## src/rtl/fa_pkg.sv

```systemverilog
// Shared constants for the FA-rate um interlock: default widths and FSM encoding.
package fa_pkg;
    localparam int DATA_W_DEF = 32;
    localparam int CNT_W_DEF  = 16;

    localparam logic [1:0] ST_IDLE    = 2'd0;
    localparam logic [1:0] ST_ARMED   = 2'd1;
    localparam logic [1:0] ST_PENDING = 2'd2;
    localparam logic [1:0] ST_TRIPPED = 2'd3;
endpackage

```

## src/rtl/fa_um_intlk_if.sv

```systemverilog
// Sample/control/status bundle between the um integrator side and the interlock.
interface fa_um_intlk_if
    import fa_pkg::*;
#(
    parameter int DATA_W = DATA_W_DEF,
    parameter int CNT_W  = CNT_W_DEF
);
    logic                     clk_enable;
    logic signed [DATA_W-1:0] x_um_i;
    logic signed [DATA_W-1:0] limit_hi;
    logic signed [DATA_W-1:0] limit_lo;
    logic        [CNT_W-1:0]  persist_n;
    logic                     arm;
    logic                     clear;
    logic                     ce_out;
    logic                     trip_o;
    logic signed [DATA_W-1:0] trip_val_o;
    logic        [CNT_W-1:0]  run_cnt_o;
    logic        [CNT_W-1:0]  trip_cnt_o;
    logic        [1:0]        state_o;

    modport master (
        output clk_enable, x_um_i, limit_hi, limit_lo, persist_n, arm, clear,
        input  ce_out, trip_o, trip_val_o, run_cnt_o, trip_cnt_o, state_o
    );

    modport slave (
        input  clk_enable, x_um_i, limit_hi, limit_lo, persist_n, arm, clear,
        output ce_out, trip_o, trip_val_o, run_cnt_o, trip_cnt_o, state_o
    );
endinterface

```

## src/rtl/fa_win_cmp.sv

```systemverilog
// Signed window comparator; an inverted window (lo > hi) flags every sample.
module fa_win_cmp #(
    parameter int W = 32
) (
    input  logic signed [W-1:0] x,
    input  logic signed [W-1:0] hi,
    input  logic signed [W-1:0] lo,
    output logic                oow
);
    assign oow = (x > hi) || (x < lo);
endmodule

```

## src/rtl/fa_um_intlk.sv

```systemverilog
// Position interlock: trips after pn consecutive out-of-window FA samples,
// latching the offending sample and counting trips until cleared.
module fa_um_intlk
    import fa_pkg::*;
#(
    parameter int DATA_W = DATA_W_DEF,
    parameter int CNT_W  = CNT_W_DEF
) (
    input  logic              clk,
    input  logic              reset,
    fa_um_intlk_if.slave      bus
);
    logic [1:0]               state;
    logic                     trip;
    logic signed [DATA_W-1:0] trip_val;
    logic [CNT_W-1:0]         run_cnt;
    logic [CNT_W-1:0]         trip_cnt;
    logic                     oow;
    logic                     hit;
    logic [CNT_W:0]           pn;
    logic [CNT_W:0]           run_nxt;

    fa_win_cmp #(.W(DATA_W)) u_cmp (
        .x   (bus.x_um_i),
        .hi  (bus.limit_hi),
        .lo  (bus.limit_lo),
        .oow (oow)
    );

    // persist_n = 0 is treated as 1; extra bit keeps run_cnt+1 from wrapping
    assign pn      = (bus.persist_n == '0) ? {{CNT_W{1'b0}}, 1'b1} : {1'b0, bus.persist_n};
    assign run_nxt = {1'b0, run_cnt} + 1'b1;
    assign hit     = bus.clk_enable && oow;

    always_ff @(posedge clk) begin
        if (reset) begin
            state    <= ST_IDLE;
            trip     <= 1'b0;
            trip_val <= '0;
            run_cnt  <= '0;
            trip_cnt <= '0;
        end else if (bus.clear) begin
            state   <= ST_IDLE;
            trip    <= 1'b0;
            run_cnt <= '0;
        end else begin
            case (state)
                ST_IDLE: begin
                    if (bus.arm) begin
                        state   <= ST_ARMED;
                        run_cnt <= '0;
                    end
                end
                ST_ARMED, ST_PENDING: begin
                    if (hit) begin
                        // ARMED has run_cnt = 0, so both states share the trip test
                        if (run_nxt >= pn) begin
                            state    <= ST_TRIPPED;
                            trip     <= 1'b1;
                            trip_val <= bus.x_um_i;
                            run_cnt  <= pn[CNT_W-1:0];
                            if (trip_cnt != '1)
                                trip_cnt <= trip_cnt + 1'b1;
                        end else begin
                            state   <= ST_PENDING;
                            run_cnt <= run_nxt[CNT_W-1:0];
                        end
                    end else if (bus.clk_enable) begin
                        state   <= ST_ARMED;
                        run_cnt <= '0;
                    end
                end
                default: ;
            endcase
        end
    end

    assign bus.ce_out     = bus.clk_enable;
    assign bus.trip_o     = trip;
    assign bus.trip_val_o = trip_val;
    assign bus.run_cnt_o  = run_cnt;
    assign bus.trip_cnt_o = trip_cnt;
    assign bus.state_o    = state;
endmodule

```

## src/flat_wrapper.sv

```systemverilog
// flat-port wrapper written by rule: the top's interface ports become plain ports
module fa_um_intlk_flat import fa_pkg::*;
#(
    parameter int DATA_W = DATA_W_DEF,
    parameter int CNT_W  = CNT_W_DEF
)
  (clk, reset, bus_clk_enable, bus_x_um_i, bus_limit_hi, bus_limit_lo, bus_persist_n, bus_arm, bus_clear, bus_ce_out, bus_trip_o, bus_trip_val_o, bus_run_cnt_o, bus_trip_cnt_o, bus_state_o);
  fa_um_intlk_if #(.DATA_W(DATA_W), .CNT_W(CNT_W)) bus_i ();
  input  logic clk;
  input  logic reset;
  input wire logic [$bits(bus_i.clk_enable)-1:0] bus_clk_enable;
  input wire logic [$bits(bus_i.x_um_i)-1:0] bus_x_um_i;
  input wire logic [$bits(bus_i.limit_hi)-1:0] bus_limit_hi;
  input wire logic [$bits(bus_i.limit_lo)-1:0] bus_limit_lo;
  input wire logic [$bits(bus_i.persist_n)-1:0] bus_persist_n;
  input wire logic [$bits(bus_i.arm)-1:0] bus_arm;
  input wire logic [$bits(bus_i.clear)-1:0] bus_clear;
  output wire logic [$bits(bus_i.ce_out)-1:0] bus_ce_out;
  output wire logic [$bits(bus_i.trip_o)-1:0] bus_trip_o;
  output wire logic [$bits(bus_i.trip_val_o)-1:0] bus_trip_val_o;
  output wire logic [$bits(bus_i.run_cnt_o)-1:0] bus_run_cnt_o;
  output wire logic [$bits(bus_i.trip_cnt_o)-1:0] bus_trip_cnt_o;
  output wire logic [$bits(bus_i.state_o)-1:0] bus_state_o;
  assign bus_i.clk_enable = bus_clk_enable;
  assign bus_i.x_um_i = bus_x_um_i;
  assign bus_i.limit_hi = bus_limit_hi;
  assign bus_i.limit_lo = bus_limit_lo;
  assign bus_i.persist_n = bus_persist_n;
  assign bus_i.arm = bus_arm;
  assign bus_i.clear = bus_clear;
  assign bus_ce_out = bus_i.ce_out;
  assign bus_trip_o = bus_i.trip_o;
  assign bus_trip_val_o = bus_i.trip_val_o;
  assign bus_run_cnt_o = bus_i.run_cnt_o;
  assign bus_trip_cnt_o = bus_i.trip_cnt_o;
  assign bus_state_o = bus_i.state_o;
  fa_um_intlk #(.DATA_W(DATA_W), .CNT_W(CNT_W)) u_core (.clk(clk), .reset(reset), .bus(bus_i));
endmodule
```

## config.mk

```make
export PLATFORM = sky130hd
export DESIGN_NAME = fa_um_intlk_flat
export DESIGN_NICKNAME = d
export VERILOG_FILES = /design/src/rtl/fa_pkg.sv /design/src/rtl/fa_um_intlk_if.sv /design/src/rtl/fa_win_cmp.sv /design/src/rtl/fa_um_intlk.sv /design/src/flat_wrapper.sv
export SDC_FILE = /design/constraint.sdc
export NUM_CORES = 1
export LEC_CHECK = 0
export ABC_AREA = 1
export CAP_MARGIN = 20
export CORE_MARGIN = 8
export CORE_UTILIZATION = 52
export CTS_CLUSTER_DIAMETER = 50
export DETAILED_ROUTE_END_ITERATION = 12
export PLACE_DENSITY = 0.85
export SETUP_SLACK_MARGIN = 0.1
export SYNTH_ARGS = -nofsm -noshare
export SYNTH_HDL_FRONTEND = slang
export SYNTH_SLANG_ARGS = --single-unit
```

## constraint.sdc

```tcl
create_clock -name clk -period 5.5 [get_ports clk]
set_input_delay 1.1 -clock clk [delete_from_list [all_inputs] [get_ports clk]]
set_output_delay 1.1 -clock clk [all_outputs]
set_load 0.02 [all_outputs]
```

==> impl_metrics.py <==
metrics = {
    "worst_setup_path": {
        "cp_data_arrival_time_ns": 4.54,
        "cp_cell_sequence": "ha_1 > nand2_1 > inv_2 > nand2_2 > nor2_4 > nand3_1 > nor2_1 > nand3_1 > xor2_1 > inv_1 > ha_1 > nand2_1 > inv_1 > nand4_1 > nand3b_1 > nand3_4 > nand2_4 > inv_2 > nand4_4 > nor2_1 > nor2_1",
        "reg2reg_depth": 21,
        "timing.setup.critical_path_class": "reg2reg",
        "timing.critical_path.max_delay_family": "simple AND/OR/NAND/NOR gates",
        "endpoint_kind": "flip-flop",
        "reg2reg_slack_ns": 1.19,
        "rr_endpoint": "u_core.bus.trip_val_o[8]$_SDFFE_PP0P_",
        "critical_path.max_fanout": 64,
        "cpMostUsedCell": "sky130_fd_sc_hd__nor2_1",
        "cp_num_buf_inv": 4,
        "timing.rr.start": "u_core.bus.run_cnt_o[0]$_SDFFE_PP0P_",
        "required_ns": 5.73,
        "max_stage_delay_ns": 0.66,
        "slowest_library_cell_on_the_worst_path": "sky130_fd_sc_hd__nand4_4",
        "critPathLaunchType": "flip-flop",
    },
    "finish": {
        "drive_above_1_share_pct": 3.63,
        "nets": 1269,
        "diodes_inserted": 0,
        "fill_cells": 916,
        "final_core_utilization_pct": 72.6,
        "multi_input_comb_area_um2": 3660,
        "area_delta_synth_final_pct": 36.2,
        "layout.cells.non_filler": 1214,
        "layout.area.seq_um2": 1340,
    },
    "sta": {
        "timing_hold_violations_final": 0,
        "ratio_of_final_minimum_period_to_clock_period_pct": 78.3,
        "finClkSkew_ns": 0.0104,
        "hold_slack_ns": 0.498,
        "fin_crit_ns": 4.31,
        "grt_setup_unrepaired": "no",
        "max_clock_freq_mhz": 232,
        "setup_viol_count_final": 0,
        "final_max_slew_viol_count": 0,
        "fin_setup_tns_ns": 0,
        "worst_pin_slew_ns": 0.876,
        "maxSlewHeadroom_pct": 41.5,
    },
    "place": {
        "post-dp-hpwl_mm": 14.1,
        "io_buffer_count": 184,
        "place.detailed.instances": 1197,
        "gp_routability_congestion": 0.976,
    },
    "grt": {
        "grt_antenna_before_repair": 0,
        "globalRoute.totalOverflow": 0,
        "grt_max_degree": 65,
        "grt_pass1_vias": 5992,
        "wire_length_of_the_first_global_routing_pass_mm": 28.5,
        "grtUsageTotal_pct": 23.3,
    },
    "clock_tree": {
        "postCtsHoldBufs": 0,
        "clkLatencyLatePin_ns": 0.34,
        "ctsLongestPathBuffers": 2,
        "cts.reportedPaths.clkPinSlew_ns": 0.08,
        "cts_setup_buffers": 0,
        "clockRootBuffer": "sky130_fd_sc_hd__clkbuf_8",
        "cts_tree": "done",
        "cts-buffers-inserted": 9,
        "post_cts.resized_instances": 0,
        "cts.sinks": 67,
        "cts.htree.levels": 3,
    },
    "route": {
        "drt_first_pass_iters": 5,
        "wl_per_cell_um": 14.3,
        "totalWireLength_mm": 17.4,
        "dr.first_iter.drc_count": 291,
        "vias_per_cell": 5.09,
        "drc": 0,
        "routed-via-count": 6175,
        "ant_nets": 0,
    },
    "die": {
        "core_region_area_um2": 10900,
        "dieArea_um2": 14800,
        "initial_utilization_pct": 53.3,
        "core.rowCount": 38,
        "die_x_um": 122,
        "num_io_pins": 185,
        "chipHeight_um": 122,
    },
    "yosys": {
        "number_of_flops_mapped_to_enable_cells_by_yosys": 0,
        "synth_area_per_cell_um2": 6.50,
        "synth_cell_types": 34,
        "ys_seq_area_share_pct": 23.1,
        "syn_nets": 1093,
        "ys_dominant_reg_cell": "sky130_fd_sc_hd__dfxtp_1",
        "yosys_warnings": 0,
        "synthArstFlopShare_pct": 0,
        "netlist_area_um2": 5800,
        "post_synth_inst_count": 893,
        "synth.ff_latch_count": 67,
    },
    "run_status": {
        "run_status": "completed",
    },
    "min_path": {
        "hold_path_depth": 2,
        "hp-class": "reg2reg",
        "hold_end": "u_core.bus.trip_o$_SDFFE_PP0P_",
        "hold_start": "u_core.bus.trip_o$_SDFFE_PP0P_",
    },
    "power": {
        "total_leakage_power_nw": 3.86,
        "power_density_nw_per_um2": 150,
        "design_power_total_mw": 1.19,
        "power.ir.vdd_worst_mv": 0.168,
    },
    "flow_run": {
        "drv.max_cap_violation_count": 0,
    },
}
-- stage by stage --
step	area, um^2	setup WS [ns]
global route	7900	0.740
CTS	7900	1.24
floorplan	5800	2.32
finish	7900	1.19
global placement	7680	1.29
detailed placement	7680	1.11
-- cells by family (layout without fill, tap and decap cells) --
| family | Yosys count | after routing | share of synthesized area [%] |
|---|---|---|---|
| AOI/OAI and AO/OA | 106 | 106 | 9.51 |
| xor gates and xnor gates | 25 | 25 | 3.77 |
| adders and majority gates | 83 | 83 | 17.9 |
| buffers and inverters | 194 | 375 | 13.8 |
| DFF | 67 | 67 | 23.1 |
| and+or+nand+nor | 418 | 418 | 31.9 |
-- cell type report --
| class | instances | area share, % |
|---|---|---|
| well taps | 140 | 2.22 |
| clock inverters | 5 | 0.776 |
| flip-flops and latches | 67 | 17.0 |
| inverters | 171 | 8.12 |
| repair buffers | 188 | 23.7 |
| clock buffers | 11 | 1.92 |
| multi-input cells | 632 | 46.3 |
-- layout by cell type, fill, tap and decap left out, drive strengths merged, types with 22 or more instances in the layout --
cell type	synthesis	routed
a21oi	76	76
clkdlybuf4s50	0	184
dfxtp	67	67
ha	83	83
inv	170	170
nand2	214	214
nand3	48	48
nor2	109	109
o21ai	26	26
xor2	22	22
-- power by group --
| group | internal (mW) | switching (mW) |
|---|---|---|
| sequential | 0.485 | 0.000666 |
| clock | 0.235 | 0.203 |
| combinational | 0.135 | 0.131 |
-- sequential cells by signal (all words and copies together) (netlist names) --
| register | cells |
|---|---|
| u_core.bus.state_o | 2 |
| u_core.bus.trip_val_o | 32 |
| u_core.bus.trip_o | 1 |
| u_core.bus.run_cnt_o | 16 |
| u_core.bus.trip_cnt_o | 16 |
-- cell usage after synthesis (4+ instances only) --
cell / number / area (um^2)
sky130_fd_sc_hd__nand2_1: 210 / 788
sky130_fd_sc_hd__inv_1: 168 / 631
sky130_fd_sc_hd__nor2_1: 104 / 390
sky130_fd_sc_hd__ha_1: 83 / 1040
sky130_fd_sc_hd__a21oi_1: 76 / 380
sky130_fd_sc_hd__dfxtp_1: 67 / 1340
sky130_fd_sc_hd__nand3_1: 45 / 225
sky130_fd_sc_hd__o21ai_0: 25 / 125
sky130_fd_sc_hd__xor2_1: 22 / 193
sky130_fd_sc_hd__nand4_1: 18 / 113
sky130_fd_sc_hd__nor3_1: 10 / 50.1
sky130_fd_sc_hd__nand3b_1: 9 / 67.6
sky130_fd_sc_hd__clkbuf_1: 8 / 30.0
sky130_fd_sc_hd__buf_6: 7 / 78.8
sky130_fd_sc_hd__nor4_1: 5 / 31.3
sky130_fd_sc_hd__buf_2: 4 / 20.0
sky130_fd_sc_hd__buf_4: 4 / 30.0
-- worst max-delay path by stage --
| stage | start | end | slack, ns | cells past startpoint |
|---|---|---|---|---|
| final | u_core.bus.run_cnt_o[0]$_SDFFE_PP0P_ | u_core.bus.trip_val_o[8]$_SDFFE_PP0P_ | 1.19 | 21 |
| after global routing | u_core.bus.run_cnt_o[0]$_SDFFE_PP0P_ | u_core.bus.trip_val_o[23]$_SDFFE_PP0P_ | 0.74 | 22 |
| after CTS | u_core.bus.run_cnt_o[0]$_SDFFE_PP0P_ | u_core.bus.trip_val_o[8]$_SDFFE_PP0P_ | 1.24 | 21 |
| after detailed placement | bus_persist_n[14] | u_core.bus.trip_val_o[8]$_SDFFE_PP0P_ | 1.11 | 16 |
| after global placement | bus_persist_n[14] | u_core.bus.trip_val_o[27]$_SDFFE_PP0P_ | 1.29 | 16 |
| after floorplan | u_core.bus.run_cnt_o[0]$_SDFFE_PP0P_ | u_core.bus.trip_val_o[0]$_SDFFE_PP0P_ | 2.32 | 22 |
-- worst reg2reg max path, delay by kind of cell (launching register included) --
family,cells,cell delay [ns]
AND/OR/NAND/NOR,14,2.69
adder cells (fa/ha/maj),2,0.55
flip-flops,1,0.45
buffers and inverters,4,0.30
XOR/XNOR,1,0.19
-- layer usage --
metal | vias to the layer above | track usage [%] | wire length, um
met1 | 2796 | 27.1 | 7560
li1 | 3169 | - | -
met2 | 180 | 41.6 | 8380
met3 | 30 | 5.09 | 1080
met4 | 0 | 7.40 | 388
met5 | - | 0 | 0
No activity file was read; power rests on OpenSTA's default activity.
==> variant, RTL diff (config.mk and constraints unchanged) <==
Reset style: asynchronous (`reset`), changed in one clocked block.
--- a/src/rtl/fa_um_intlk.sv
+++ b/src/rtl/fa_um_intlk.sv
@@ -32,7 +32,7 @@
     assign run_nxt = {1'b0, run_cnt} + 1'b1;
     assign hit     = bus.clk_enable && oow;
 
-    always_ff @(posedge clk) begin
+    always_ff @(posedge clk or posedge reset) begin
         if (reset) begin
             state    <= ST_IDLE;
             trip     <= 1'b0;
Check against the original RTL: differs if reset is asserted again (counterexample within 4 cycles, from zero or initial values and one cycle with reset high); with reset held inactive, the same outputs for 4 cycles.
==> variant against the unedited design <==
Sequential cell count unchanged; critical endpoint is now u_core.bus.trip_val_o[13]; synthesized area up 3.1%; via count up 1.4%; clock power up 44%; synthesized cell count down 5.5%; sequential power up 4%; design area up 4.3%; die area up 2.7%; power up 30%; routed wire length up 4.4%; largest cell class unchanged; worst hold slack worse by 0.027 ns; setup slack better by 0.051 ns; critical path depth down 3.
==> variant: results (changes against the unedited design) <==
CTS clk-pin slew, worst paths 0.06 ns (was 0.08 ns); fill count 918 (was 916); peak supply drop 0.0001552 V (was 0.0001680 V); DP Area 7909 µm² (was 7684 µm²); vias in the first global route 6116 (was 5992); Lkg Pwr 0.004366 µW (was 0.003861 µW); share of layout cells above drive strength 1 3.812% (was 3.631%); top cells by area in the synthesized netlist dfrtp_1 (28%), ha_1 (17%), nand2_1 (16%) (was dfxtp_1 (23%), ha_1 (18%), nand2_1 (14%)); skew final 0.01212 ns (was 0.01039 ns); htree depth 3 (unchanged); Worst-Skew Late Latency 0.33 ns; Distinct cells, synth 34 (unchanged); root buffer cell clkbuf_16 (was clkbuf_8); worst r2r src u_core.bus.run_cnt_o[0] (unchanged); HP Start u_core.bus.trip_val_o[21] (was u_core.bus.trip_o); DRT Pass-1 Iters 6 (was 5); status completed (unchanged); CP max FO 33 (was 64); largest net degree at the start of global routing 52 (was 65); nets@finish 1217 (was 1269); die area 15190 µm² (was 14800 µm²); # placed instances 1149 (was 1197); Slew @ Worst Pin 0.7367 ns (was 0.8756 ns); Avg Inst Size Synth 7.086 µm² (was 6.498 µm²); Num CTS Buffers 9 (unchanged); first-pass GRT wire length 29500 µm (was 28520 µm); RR Endpoint u_core.bus.trip_val_o[13] (was u_core.bus.trip_val_o[8]); Hold Crit Depth 2 (unchanged); post-CTS resize count 0 (unchanged); DRT iter0 DRCs 505 (was 291); fraction of registers with async set/reset 100.0% (was 0%); final setup fails 0 (unchanged); routability congestion estimate 0.9456 (was 0.9764); WHS Endpoint u_core.bus.trip_val_o[21] (was u_core.bus.trip_o); Crit path arrival time 4.46 ns (was 4.54 ns); most frequent cells after synthesis nand2_1 (262), inv_1 (132), nand4_1 (97) (was nand2_1 (210), inv_1 (168), nor2_1 (104)); sequential fraction of the synthesis area 28.03% (was 23.11%); most numerous cell in the Yosys netlist nand2_1 (unchanged); worst min path class reg2reg (unchanged); syn_nets 1043 (was 1093); depth of the most critical reg-to-reg path 18 (was 21); R2R setup slack 1.24 ns (was 1.19 ns); YS warnings 0 (unchanged); total track usage 23.86% (was 23.30%); hold_buf cts 0 (unchanged); HPWL after DPL 14330 µm (was 14130 µm); Switching Fraction 30.55% (was 28.14%); Wirelength per Cell 15.60 µm (was 14.34 µm); vias per cell 5.370 (was 5.086); Hold WS 0.4708 ns (was 0.4977 ns); vias post-DR 6262 (was 6175)
## variant: cells by family after synthesis
logic type               Yosys count  share of synthesized area [%]
XOR/XNOR                          26                          3.808
buffers and inverters            164                          10.90
AO/OA/AOI/OAI                     62                          5.481
AND/OR/NAND/NOR                  443                          34.62
flip-flops                        67                          28.03
adder cells (fa/ha/maj)           82                          17.15
## variant: worst max path at each step
stage                                  startpoint                   endpoint  slack, ns  depth (start not counted)
after floorplan           u_core.bus.run_cnt_o[0]   u_core.bus.trip_val_o[0]       2.25                         20
after global placement          bus_persist_n[12]   u_core.bus.trip_val_o[1]       1.16                         14
after detailed placement         bus_persist_n[8]   u_core.bus.trip_val_o[6]       1.07                         12
after CTS                 u_core.bus.run_cnt_o[0]   u_core.bus.trip_val_o[6]       1.29                         18
after global routing      u_core.bus.run_cnt_o[0]  u_core.bus.trip_val_o[18]       0.83                         17
final                     u_core.bus.run_cnt_o[0]  u_core.bus.trip_val_o[13]       1.24                         18
## variant: stage by stage
step	worst slack (ns)	utilization (%)	total power [µW]
2_1_floorplan	2.252	-	746.7
3_3_place_gp	1.158	69.86	912.8
4_1_cts	1.293	72.76	1547
3_5_place_dp	1.067	69.86	918.3
5_1_grt	0.8341	72.82	1620
6_report	1.244	72.82	1546
## variant: final cells by class
class	count	area, µm²	area share [%]
clock buffer	10	239.0	2.899
clock inverter	6	88.84	1.078
inverter	135	506.7	6.147
multi-input combinational	613	3652	44.30
sequential	67	1677	20.34
tap	143	178.9	2.170
timing repair buffer	192	1902	23.07
## variant: critical path, cell delays in order, from the launching register on
cell and delay, ns:
dfrtp_1 0.41, ha_1 0.23, nand3_2 0.12, nor2_1 0.22
nand3_1 0.16, nor2_1 0.24, nand3_1 0.13, nand2_1 0.09
nand2_1 0.09, ha_1 0.33, nand2_1 0.08, nor2_1 0.16
nand4_2 0.39, nand3_4 0.40, nand2_4 0.12, inv_2 0.08
nand3_2 0.56, nand2_1 0.23, nand2_1 0.08
## variant: power groups by stage
stage | registers, µW | logic (µW) | clock network (µW)
2_1_floorplan | 519 | 228 | 0
3_3_place_gp | 513 | 400 | 0
3_5_place_dp | 513 | 405 | 0
4_1_cts | 504 | 409 | 635
5_1_grt | 505 | 459 | 656
6_report | 504 | 413 | 629
## variant: per-layer routing
metal,vias up,track usage (%),routed length [µm]
met1,2882,29.27,7530
met4,0,6.020,220
met3,14,4.612,1362
li1,3142,-,-
met5,-,0,0
met2,224,42.01,9070
